$ cat config.mk
export PLATFORM = sky130hd
export DESIGN_NAME = dmem_arbiter_flat
export DESIGN_NICKNAME = d
export VERILOG_FILES = /design/src/rtl/dmem_arbiter_if.sv /design/src/rtl/dmem_arbiter.sv /design/src/flat_wrapper.sv
export SDC_FILE = /design/constraint.sdc
export NUM_CORES = 1
export LEC_CHECK = 0
export ABC_AREA = 0
export ABC_CLOCK_PERIOD_IN_PS = 2300
export CAP_MARGIN = 15
export CORE_AREA = 2 2 118 120
export CTS_CLUSTER_DIAMETER = 40
export CTS_CLUSTER_SIZE = 24
export DETAILED_ROUTE_END_ITERATION = 8
export DIE_AREA = 0 0 120 122
export SKIP_LAST_GASP = 1
export SYNTH_ARGS = -nofsm -noshare
export SYNTH_HDL_FRONTEND = slang
export SYNTH_SLANG_ARGS = --single-unit
$ cat constraint.sdc
create_clock -name clk -period 2.3 [get_ports clk]
set_input_delay 0.46 -clock clk [delete_from_list [all_inputs] [get_ports clk]]
set_output_delay 0.46 -clock clk [all_outputs]
set_load 0.1 [all_outputs]
$ cat src/rtl/dmem_arbiter_if.sv
// ---------------------------------------------------------------------------
// dmem_arbiter_if
// Bundles the CPU request port, the accelerator request port and the
// single-port data memory command/response port used by dmem_arbiter.
//
// Modports:
//   slave  - the arbiter's view: requests in, grants/responses out,
//            memory command out, memory read data in
//   master - the opposite view, used by requesters, the memory and benches
//
// Signals:
//   cpu_req/cpu_we/cpu_addr/cpu_wdata  CPU request
//   cpu_gnt/cpu_rvalid/cpu_rdata       CPU grant and read response
//   acc_req/acc_we/acc_addr/acc_wdata  accelerator request
//   acc_lock                           accelerator asks for back-to-back ownership
//   acc_gnt/acc_rvalid/acc_rdata       accelerator grant and read response
//   mem_en/mem_we/mem_addr/mem_wdata   memory command
//   mem_rdata                          memory read data (one cycle after read)
// ---------------------------------------------------------------------------
interface dmem_arbiter_if #(
  parameter int ADDR_W = 32,
  parameter int DATA_W = 32
);
  logic              cpu_req;
  logic              cpu_we;
  logic [ADDR_W-1:0] cpu_addr;
  logic [DATA_W-1:0] cpu_wdata;
  logic              cpu_gnt;
  logic              cpu_rvalid;
  logic [DATA_W-1:0] cpu_rdata;

  logic              acc_req;
  logic              acc_we;
  logic [ADDR_W-1:0] acc_addr;
  logic [DATA_W-1:0] acc_wdata;
  logic              acc_lock;
  logic              acc_gnt;
  logic              acc_rvalid;
  logic [DATA_W-1:0] acc_rdata;

  logic              mem_en;
  logic              mem_we;
  logic [ADDR_W-1:0] mem_addr;
  logic [DATA_W-1:0] mem_wdata;
  logic [DATA_W-1:0] mem_rdata;

  modport slave (
    input  cpu_req, cpu_we, cpu_addr, cpu_wdata,
    output cpu_gnt, cpu_rvalid, cpu_rdata,
    input  acc_req, acc_we, acc_addr, acc_wdata, acc_lock,
    output acc_gnt, acc_rvalid, acc_rdata,
    output mem_en, mem_we, mem_addr, mem_wdata,
    input  mem_rdata
  );

  modport master (
    output cpu_req, cpu_we, cpu_addr, cpu_wdata,
    input  cpu_gnt, cpu_rvalid, cpu_rdata,
    output acc_req, acc_we, acc_addr, acc_wdata, acc_lock,
    input  acc_gnt, acc_rvalid, acc_rdata,
    input  mem_en, mem_we, mem_addr, mem_wdata,
    output mem_rdata
  );
endinterface

$ cat src/rtl/dmem_arbiter.sv
// ---------------------------------------------------------------------------
// dmem_arbiter
// Shares one single-port synchronous data memory between the CPU MEM stage
// and the matrix accelerator. One requester is granted per cycle, the memory
// command is muxed from the winner, and the read data that comes back one
// cycle later is routed to whichever requester issued that read. Accelerator
// lock bursts are bounded to MAX_LOCK contended grants so the CPU cannot be
// starved.
//
// Ports:
//   clk    - system clock
//   reset  - synchronous, active-high reset
//   bus    - dmem_arbiter_if.slave (CPU port, accelerator port, memory port)
//
// Parameters:
//   ADDR_W   - byte-address width (must match the interface)
//   DATA_W   - data width (must match the interface)
//   MAX_LOCK - max consecutive contended accelerator grants under lock (1..255)
//
// Build option:
//   DMEM_ARB_RR_EN - when defined, contended cycles without an active lock
//                    are arbitrated round robin; otherwise the CPU has fixed
//                    priority over the accelerator.
// ---------------------------------------------------------------------------
module dmem_arbiter #(
  parameter int ADDR_W   = 32,
  parameter int DATA_W   = 32,
  parameter int MAX_LOCK = 8
) (
  input logic          clk,
  input logic          reset,
  dmem_arbiter_if.slave bus
);

  // Read-response owner encoding
  localparam logic [1:0] OWN_NONE = 2'd0;
  localparam logic [1:0] OWN_CPU  = 2'd1;
  localparam logic [1:0] OWN_ACC  = 2'd2;

  localparam logic [7:0] MAX_LOCK_C = 8'(MAX_LOCK);

  logic              cpu_gnt_c;
  logic              acc_gnt_c;
  logic              acc_gnt_q;
  logic [7:0]        lock_cnt;
  logic [1:0]        rd_owner;
  logic              lock_hold;
  logic              lock_spent;
  logic              contended;
  logic              cpu_rvalid_c;
  logic              acc_rvalid_c;
  logic              we_mux;
  logic [ADDR_W-1:0] addr_mux;
  logic [DATA_W-1:0] wdata_mux;

`ifdef DMEM_ARB_RR_EN
  // 0 = CPU preferred on the next contended cycle, 1 = accelerator preferred
  logic rr_ptr;
`endif

  assign contended  = bus.cpu_req && bus.acc_req;
  // The accelerator keeps ownership only if it won last cycle and the
  // burst budget is not yet used up.
  assign lock_hold  = acc_gnt_q && bus.acc_lock && bus.acc_req
                      && (lock_cnt < MAX_LOCK_C);
  assign lock_spent = (lock_cnt >= MAX_LOCK_C);

  // Grant decision: lock first, then burst-budget override, then the
  // build-selected priority. Reset forces everything off.
  always_comb begin
    cpu_gnt_c = 1'b0;
    acc_gnt_c = 1'b0;
    if (!reset) begin
      if (contended) begin
        if (lock_hold) begin
          acc_gnt_c = 1'b1;
        end else if (lock_spent) begin
          cpu_gnt_c = 1'b1;
        end else begin
`ifdef DMEM_ARB_RR_EN
          if (rr_ptr) acc_gnt_c = 1'b1;
          else        cpu_gnt_c = 1'b1;
`else
          cpu_gnt_c = 1'b1;
`endif
        end
      end else if (bus.cpu_req) begin
        cpu_gnt_c = 1'b1;
      end else if (bus.acc_req) begin
        acc_gnt_c = 1'b1;
      end
    end
  end

  // Memory command mux; idle cycles drive all zeros.
  always_comb begin
    we_mux    = 1'b0;
    addr_mux  = '0;
    wdata_mux = '0;
    if (cpu_gnt_c) begin
      we_mux    = bus.cpu_we;
      addr_mux  = bus.cpu_addr;
      wdata_mux = bus.cpu_wdata;
    end else if (acc_gnt_c) begin
      we_mux    = bus.acc_we;
      addr_mux  = bus.acc_addr;
      wdata_mux = bus.acc_wdata;
    end
  end

  // Lock bookkeeping and read-owner tracking. lock_cnt only counts grants
  // that actually kept the CPU waiting.
  always_ff @(posedge clk) begin
    if (reset) begin
      acc_gnt_q <= 1'b0;
      lock_cnt  <= 8'd0;
      rd_owner  <= OWN_NONE;
    end else begin
      acc_gnt_q <= acc_gnt_c;

      if (!bus.acc_lock || cpu_gnt_c) begin
        lock_cnt <= 8'd0;
      end else if (acc_gnt_c && bus.cpu_req && !lock_spent) begin
        lock_cnt <= lock_cnt + 8'd1;
      end

      if (cpu_gnt_c && !bus.cpu_we) begin
        rd_owner <= OWN_CPU;
      end else if (acc_gnt_c && !bus.acc_we) begin
        rd_owner <= OWN_ACC;
      end else begin
        rd_owner <= OWN_NONE;
      end
    end
  end

`ifdef DMEM_ARB_RR_EN
  // After a contended grant the pointer prefers the requester that lost.
  always_ff @(posedge clk) begin
    if (reset) begin
      rr_ptr <= 1'b0;
    end else if (contended && (cpu_gnt_c || acc_gnt_c)) begin
      rr_ptr <= cpu_gnt_c;
    end
  end
`endif

  // Responses are gated by reset so an outstanding read is dropped.
  assign cpu_rvalid_c = !reset && (rd_owner == OWN_CPU);
  assign acc_rvalid_c = !reset && (rd_owner == OWN_ACC);

  assign bus.cpu_gnt    = cpu_gnt_c;
  assign bus.acc_gnt    = acc_gnt_c;
  assign bus.cpu_rvalid = cpu_rvalid_c;
  assign bus.acc_rvalid = acc_rvalid_c;
  assign bus.cpu_rdata  = cpu_rvalid_c ? bus.mem_rdata : '0;
  assign bus.acc_rdata  = acc_rvalid_c ? bus.mem_rdata : '0;

  assign bus.mem_en    = cpu_gnt_c || acc_gnt_c;
  assign bus.mem_we    = we_mux;
  assign bus.mem_addr  = addr_mux;
  assign bus.mem_wdata = wdata_mux;

endmodule

$ cat src/flat_wrapper.sv
// flat-port wrapper written by rule: the top's interface ports become plain ports
module dmem_arbiter_flat 
#(
  parameter int ADDR_W   = 32,
  parameter int DATA_W   = 32,
  parameter int MAX_LOCK = 8
)
  (clk, reset, bus_cpu_req, bus_cpu_we, bus_cpu_addr, bus_cpu_wdata, bus_cpu_gnt, bus_cpu_rvalid, bus_cpu_rdata, bus_acc_req, bus_acc_we, bus_acc_addr, bus_acc_wdata, bus_acc_lock, bus_acc_gnt, bus_acc_rvalid, bus_acc_rdata, bus_mem_en, bus_mem_we, bus_mem_addr, bus_mem_wdata, bus_mem_rdata);
  dmem_arbiter_if #(.ADDR_W(ADDR_W), .DATA_W(DATA_W)) bus_i ();
  input logic clk;
  input logic reset;
  input wire logic [$bits(bus_i.cpu_req)-1:0] bus_cpu_req;
  input wire logic [$bits(bus_i.cpu_we)-1:0] bus_cpu_we;
  input wire logic [$bits(bus_i.cpu_addr)-1:0] bus_cpu_addr;
  input wire logic [$bits(bus_i.cpu_wdata)-1:0] bus_cpu_wdata;
  output wire logic [$bits(bus_i.cpu_gnt)-1:0] bus_cpu_gnt;
  output wire logic [$bits(bus_i.cpu_rvalid)-1:0] bus_cpu_rvalid;
  output wire logic [$bits(bus_i.cpu_rdata)-1:0] bus_cpu_rdata;
  input wire logic [$bits(bus_i.acc_req)-1:0] bus_acc_req;
  input wire logic [$bits(bus_i.acc_we)-1:0] bus_acc_we;
  input wire logic [$bits(bus_i.acc_addr)-1:0] bus_acc_addr;
  input wire logic [$bits(bus_i.acc_wdata)-1:0] bus_acc_wdata;
  input wire logic [$bits(bus_i.acc_lock)-1:0] bus_acc_lock;
  output wire logic [$bits(bus_i.acc_gnt)-1:0] bus_acc_gnt;
  output wire logic [$bits(bus_i.acc_rvalid)-1:0] bus_acc_rvalid;
  output wire logic [$bits(bus_i.acc_rdata)-1:0] bus_acc_rdata;
  output wire logic [$bits(bus_i.mem_en)-1:0] bus_mem_en;
  output wire logic [$bits(bus_i.mem_we)-1:0] bus_mem_we;
  output wire logic [$bits(bus_i.mem_addr)-1:0] bus_mem_addr;
  output wire logic [$bits(bus_i.mem_wdata)-1:0] bus_mem_wdata;
  input wire logic [$bits(bus_i.mem_rdata)-1:0] bus_mem_rdata;
  assign bus_i.cpu_req = bus_cpu_req;
  assign bus_i.cpu_we = bus_cpu_we;
  assign bus_i.cpu_addr = bus_cpu_addr;
  assign bus_i.cpu_wdata = bus_cpu_wdata;
  assign bus_cpu_gnt = bus_i.cpu_gnt;
  assign bus_cpu_rvalid = bus_i.cpu_rvalid;
  assign bus_cpu_rdata = bus_i.cpu_rdata;
  assign bus_i.acc_req = bus_acc_req;
  assign bus_i.acc_we = bus_acc_we;
  assign bus_i.acc_addr = bus_acc_addr;
  assign bus_i.acc_wdata = bus_acc_wdata;
  assign bus_i.acc_lock = bus_acc_lock;
  assign bus_acc_gnt = bus_i.acc_gnt;
  assign bus_acc_rvalid = bus_i.acc_rvalid;
  assign bus_acc_rdata = bus_i.acc_rdata;
  assign bus_mem_en = bus_i.mem_en;
  assign bus_mem_we = bus_i.mem_we;
  assign bus_mem_addr = bus_i.mem_addr;
  assign bus_mem_wdata = bus_i.mem_wdata;
  assign bus_i.mem_rdata = bus_mem_rdata;
  dmem_arbiter #(.ADDR_W(ADDR_W), .DATA_W(DATA_W), .MAX_LOCK(MAX_LOCK)) u_core (.clk(clk), .reset(reset), .bus(bus_i));
endmodule
Word level (Yosys, flattened, before mapping)
Index checks and enable logic that the tools add are counted.
Widths: inputs -> output; s select.
Operators by class
  add/subtract/negate cells: 1
  order comparisons: 2
  equal/unequal tests: 2
  mux-type cells: 19
  reduce and logical (&&, ||, !) cells: 19
Operators with widths (count)
  $mux 32: 6
  $mux 1: 12
  $logic_and 1x1->1: 10
  $add 8x1->8 const B: 1
  $ge 8x4->1 const B: 1
  $lt 8x4->1 const B: 1
  $logic_not 1->1: 5
  $reduce_or 2->1: 2
  $eq 2x1->1 const B: 1
  $eq 2x2->1 const B: 1
  $logic_or 1x1->1: 2
  $mux 2: 1
Word-level totals
  flip-flop bits (word level): 11
  input bits: 167
  output and inout bits: 134
  logic and storage cells: 47

Logic depth before layout (Yosys ltp)
  depth in word-level cells: 9
  gate-level depth with buffers: 5

Worst setup path before layout
No wires, ideal clock.
  path kind: input-to-output
  from: input port reset
  to: output port bus_acc_rdata[22]
  arrival: 2.708 ns
  required time: 1.840 ns
  slack: -0.868 ns
  stages on the path: 3
  buffers on the path: 1
  cell sequence: nor3b_1 -> clkbuf_1 -> and2_1
Between the ends
  longest elaborated chain between the ends: 3
RTL lines
  from (decl): line flat_wrapper.sv:11  | input logic reset;
  $logic_not 1->1
  $logic_and 1x1->1: line dmem_arbiter.sv:150  | assign acc_rvalid_c = !reset && (rd_owner == OWN_ACC);
  via bus_acc_rvalid: line flat_wrapper.sv:25  | output wire logic [$bits(bus_i.acc_rvalid)-1:0] bus_acc_rvalid;
  $mux 32: line dmem_arbiter.sv:157  | assign bus.acc_rdata = acc_rvalid_c ? bus.mem_rdata : '0;
  to (decl): line flat_wrapper.sv:26  | output wire logic [$bits(bus_i.acc_rdata)-1:0] bus_acc_rdata;
The timed path passes the listed nets, and every way through them passes these cells.

Worst setup path after layout
  from: register u_core.lock_cnt[4]
  to: output port bus_mem_addr[5]
Between the ends
  longest elaborated chain between the ends: 7
  elaborated cells on any way between the ends: 10
  classes of those cells: order compare: 1; mux: 8; reduce/logical: 1
RTL lines
  from (decl): line dmem_arbiter.sv:45  | logic [7:0] lock_cnt;
  from (signal assigned): line dmem_arbiter.sv:124  | lock_cnt <= lock_cnt + 8'd1;
  $lt 8x4->1 (*): line dmem_arbiter.sv:65  | && (lock_cnt < MAX_LOCK_C);
  $logic_and 1x1->1 (*): line dmem_arbiter.sv:65
  $mux 1: line dmem_arbiter.sv:75  | if (lock_hold) begin
  $mux 1: line dmem_arbiter.sv:74  | if (contended) begin
  $mux 1: line dmem_arbiter.sv:73  | if (!reset) begin
  $mux 32: line dmem_arbiter.sv:104  | end else if (acc_gnt_c) begin
  $mux 32 (*): line dmem_arbiter.sv:100  | if (cpu_gnt_c) begin
  to (decl): line flat_wrapper.sv:29  | output wire logic [$bits(bus_i.mem_addr)-1:0] bus_mem_addr;
Every way passes the cells marked *; elsewhere a longest branch is shown, timed or not.

==> impl_metrics.toml <==
[finish]
diodes = 0
drive_gt1_share_pct = 50.5
final_util_pct = 51.5
finalNetCount = 683
final_design_area_no_fill_um2 = 6950
areaGrowthSynthToFinish_pct = 306

[grt]
grt-busiest-layer = "met2"
grtUsageMet1_pct = 15.7
global_route.usage.total_pct = 15.1
met3_usage_pct = 4.49
grt-ovfl-total = 0
first_global_vias = 3222
antenna_found_initial = 0
global_route.usage.met2_pct = 30.3
grt_max_degree = 48
first_pass_grt_wire_length_um = 17500

[placement]
detailed_place.area_um2 = 6640
gpl_congestion = 0.765
portBuffers = 300
dpl.hpwl_um = 9970
detailedPlace.worstSlack_ns = -0.347

[synthesis]
postSynth.asyncResetShare_pct = 0
synth_enable_flop_cells = 0
synth_cell_types = 24
synth.most_common_cell = "sky130_fd_sc_hd__and2_1"
synthFlopType = "sky130_fd_sc_hd__dfxtp_1"
synth_top_area_share_pct = 38.0
proportion_of_synthesized_chip_area_in_sequential_cells_pct = 12.9
yosys-top-cells-count = "sky130_fd_sc_hd__and2_1 (66), sky130_fd_sc_hd__a32o_1 (65), sky130_fd_sc_hd__clkbuf_1 (17)"
netlist.top_cell.by_area = "sky130_fd_sc_hd__a32o_1"
netlist_instances = 210
netlist_area_um2 = 1710
synthesis.area_per_instance_um2 = 8.15
number_of_warnings_printed_during_yosys_synthesis = 0
ys_ff_latch = 11
synth.top_cells.by_area = "sky130_fd_sc_hd__a32o_1 (38%), sky130_fd_sc_hd__and2_1 (24%), sky130_fd_sc_hd__dfxtp_1 (13%)"
postSynthNetCount = 379

[setup_path]
critPathBufInv = 3
critPathLaunchType = "register"
critical_path.slowest_cell = "sky130_fd_sc_hd__or4_4"
setup.worst_path.end_class = "output pin"
worst_ep_arrival_time_ns = 2.13
worst_path_largest_cell_delay_ns = 0.57
worst_path_dominant_cell_family = "simple AND/OR/NAND/NOR gates"
worstPathRequired_ns = 1.84
worst-setup-path-type = "register to output pin"
worstPathCellList = "or4_4, o31ai_4, buf_8, clkbuf_16, a32o_2, buf_12"
critical_path.max_fanout = 7

[cts]
worstSkewPairLatency_ns = 0.24
clk_pin_slew_worst_paths_ns = 0.04
clock-root-buffer = "sky130_fd_sc_hd__clkbuf_16"
h_tree_levels = 1
tritoncts_clock_tree = "done"
cts_hold_buffers = 0
cts_inserted_buffers = 3
clkSinkCount = 11
cts_buffer_depth = 2

[sta]
layout_setup_ws_ns = -0.289
maxSlewHeadroom_pct = 57.7
min_period_over_period_pct = 113
setup-violations-final = 66
clock_skew_ns = 0.00318
max_freq_mhz = 386
timing_worst_slew_pin_value_ns = 0.629
finalSetupTns_ns = -18.10
whs_ns = 0.444
rsz0062_at_grt = "yes"
finalWorstPathRequiredPeriod_ns = 2.59
final_report_hold_violation_count = 0
report.final.slew_viol_count = 0

[power_and_ir_drop]
pwr-share-comb_pct = 76.7
power.density_nw_per_um2 = 318
power.sequential.fraction_pct = 8.8
p_sw_mw = 1.03
ir_worst_vdd_mv = 0.183
total_leakage_power_nw = 2.90
intPower_mw = 1.18
share_clk_of_total_power_pct = 14.4
sw_share_pct = 46.6

[die]
fp.dieH_um = 122
initial_utilization_pct = 12.7
core_area_um2 = 13500
ios = 301
dieArea_um2 = 14600
rows = 43
chipWidth_um = 120

[routing]
drc_errors_left = 0
drt_iter0_markers = 117
vias_post_dr = 3050
detail_route.vias_per_cell = 4.40
post_route_wl_um = 12400
final_antenna_net_count = 0
wl_per_cell_um = 17.9
drt_pass1_iterations = 4

[outcome]
violations_in_the_final_reports = "setup timing"
outcome = "finished, violations left"

[worst_hold_path]
hold_class = "register to register"

[flow_run]
timing.max_cap.violations = 0
tightest hold or removal path: stages (launching register included):
cell and delay (ns):
sky130_fd_sc_hd__dfxtp_2 0.32, sky130_fd_sc_hd__inv_1 0.05, sky130_fd_sc_hd__a211oi_1 0.04
placed cells by master, fill, tap and decap left out, drive strengths merged:
| master | count |
|---|---|
| a32o | 65 |
| nor3b | 5 |
| dfxtp | 11 |
| ha | 2 |
| nor2 | 2 |
| o31ai | 1 |
| and3b | 3 |
| dlygate4sd2 | 2 |
| inv | 4 |
| a41oi | 1 |
| nor4 | 1 |
| or4 | 1 |
| nand2b | 4 |
| a21oi | 3 |
| and2 | 66 |
| nand2 | 3 |
| o311a | 1 |
| a211oi | 2 |
| clkbuf | 7 |
| nand4 | 2 |
| o211ai | 1 |
| bufbuf | 1 |
| buf | 158 |
| clkdlybuf4s50 | 164 |
| nor2b | 3 |
registers in the layout (all words and copies together), names as in the netlist:
name and count:
u_core.lock_cnt 8, u_core.rd_owner 2, u_core.acc_gnt_q 1
kinds of logic (layout without fill, tap and decap cells):
logic type / count (synthesis) / count (layout) / share of synthesized area [%]
adders and majority gates: 2 / 2 / 1.46
and+or+nand+nor: 90 / 90 / 33.3
AOI/OAI and AO/OA: 74 / 74 / 42.5
buffers and inverters: 33 / 336 / 9.87
DFF: 11 / 11 / 12.9
path summary, 6_finish.rpt:
path,end,start,slack [ns],depth (start not counted)
hold reg to reg,u_core.lock_cnt[4]$_SDFFE_PP0P_,u_core.lock_cnt[4]$_SDFFE_PP0P_,0.44,2
setup reg to reg,u_core.rd_owner[1]$_SDFF_PP0_,u_core.lock_cnt[4]$_SDFFE_PP0P_,0.47,6
setup / recovery,bus_mem_addr[5],u_core.lock_cnt[4]$_SDFFE_PP0P_,-0.29,6
hold / removal,u_core.lock_cnt[4]$_SDFFE_PP0P_,u_core.lock_cnt[4]$_SDFFE_PP0P_,0.44,2
cell type report:
class / count / area [µm²]
Clock buffer: 4 / 78.8
Fill cell: 1189 / 6550
Inverter: 4 / 15.0
Multi-Input combinational cell: 166 / 1640
Sequential cell: 11 / 221
Tap cell: 180 / 225
Timing Repair Buffer: 328 / 4770
per-layer routing:
| layer | routed length [µm] | vias up | part of all wire [%] |
|---|---|---|---|
| li1 | - | 1442 | - |
| met1 | 4280 | 1418 | 35 |
| met2 | 6820 | 182 | 55 |
| met3 | 1190 | 8 | 9.6 |
| met4 | 93 | 0 | 0.75 |
| met5 | 0 | - | 0 |
power by group through the flow:
stage               combinational (mW)  clock (mW)  sequential (mW)
finish                            1.70       0.319            0.195
global route                      1.75       0.337            0.195
CTS                               1.69       0.324            0.195
detailed placement                1.65           0            0.198
global placement                  1.64           0            0.198
floorplan                        0.886           0            0.198
timing repair:
item | CTS | global route
cloned | 3 | 4
buffers inserted | 5 | 0
gates resized for setup | 9 | 2
pin swaps | 4 | 35
setup endpoints to repair | 132 | 67
through the flow:
| step | power [mW] | instances |
|---|---|---|
| after floorplan | 1.08 | 210 |
| final | 2.21 | 693 |
| after CTS | 2.21 | 689 |
| after global routing | 2.28 | 693 |
| after global placement | 1.84 | 677 |
| after detailed placement | 1.85 | 677 |
No activity file was read; power rests on OpenSTA's default activity.
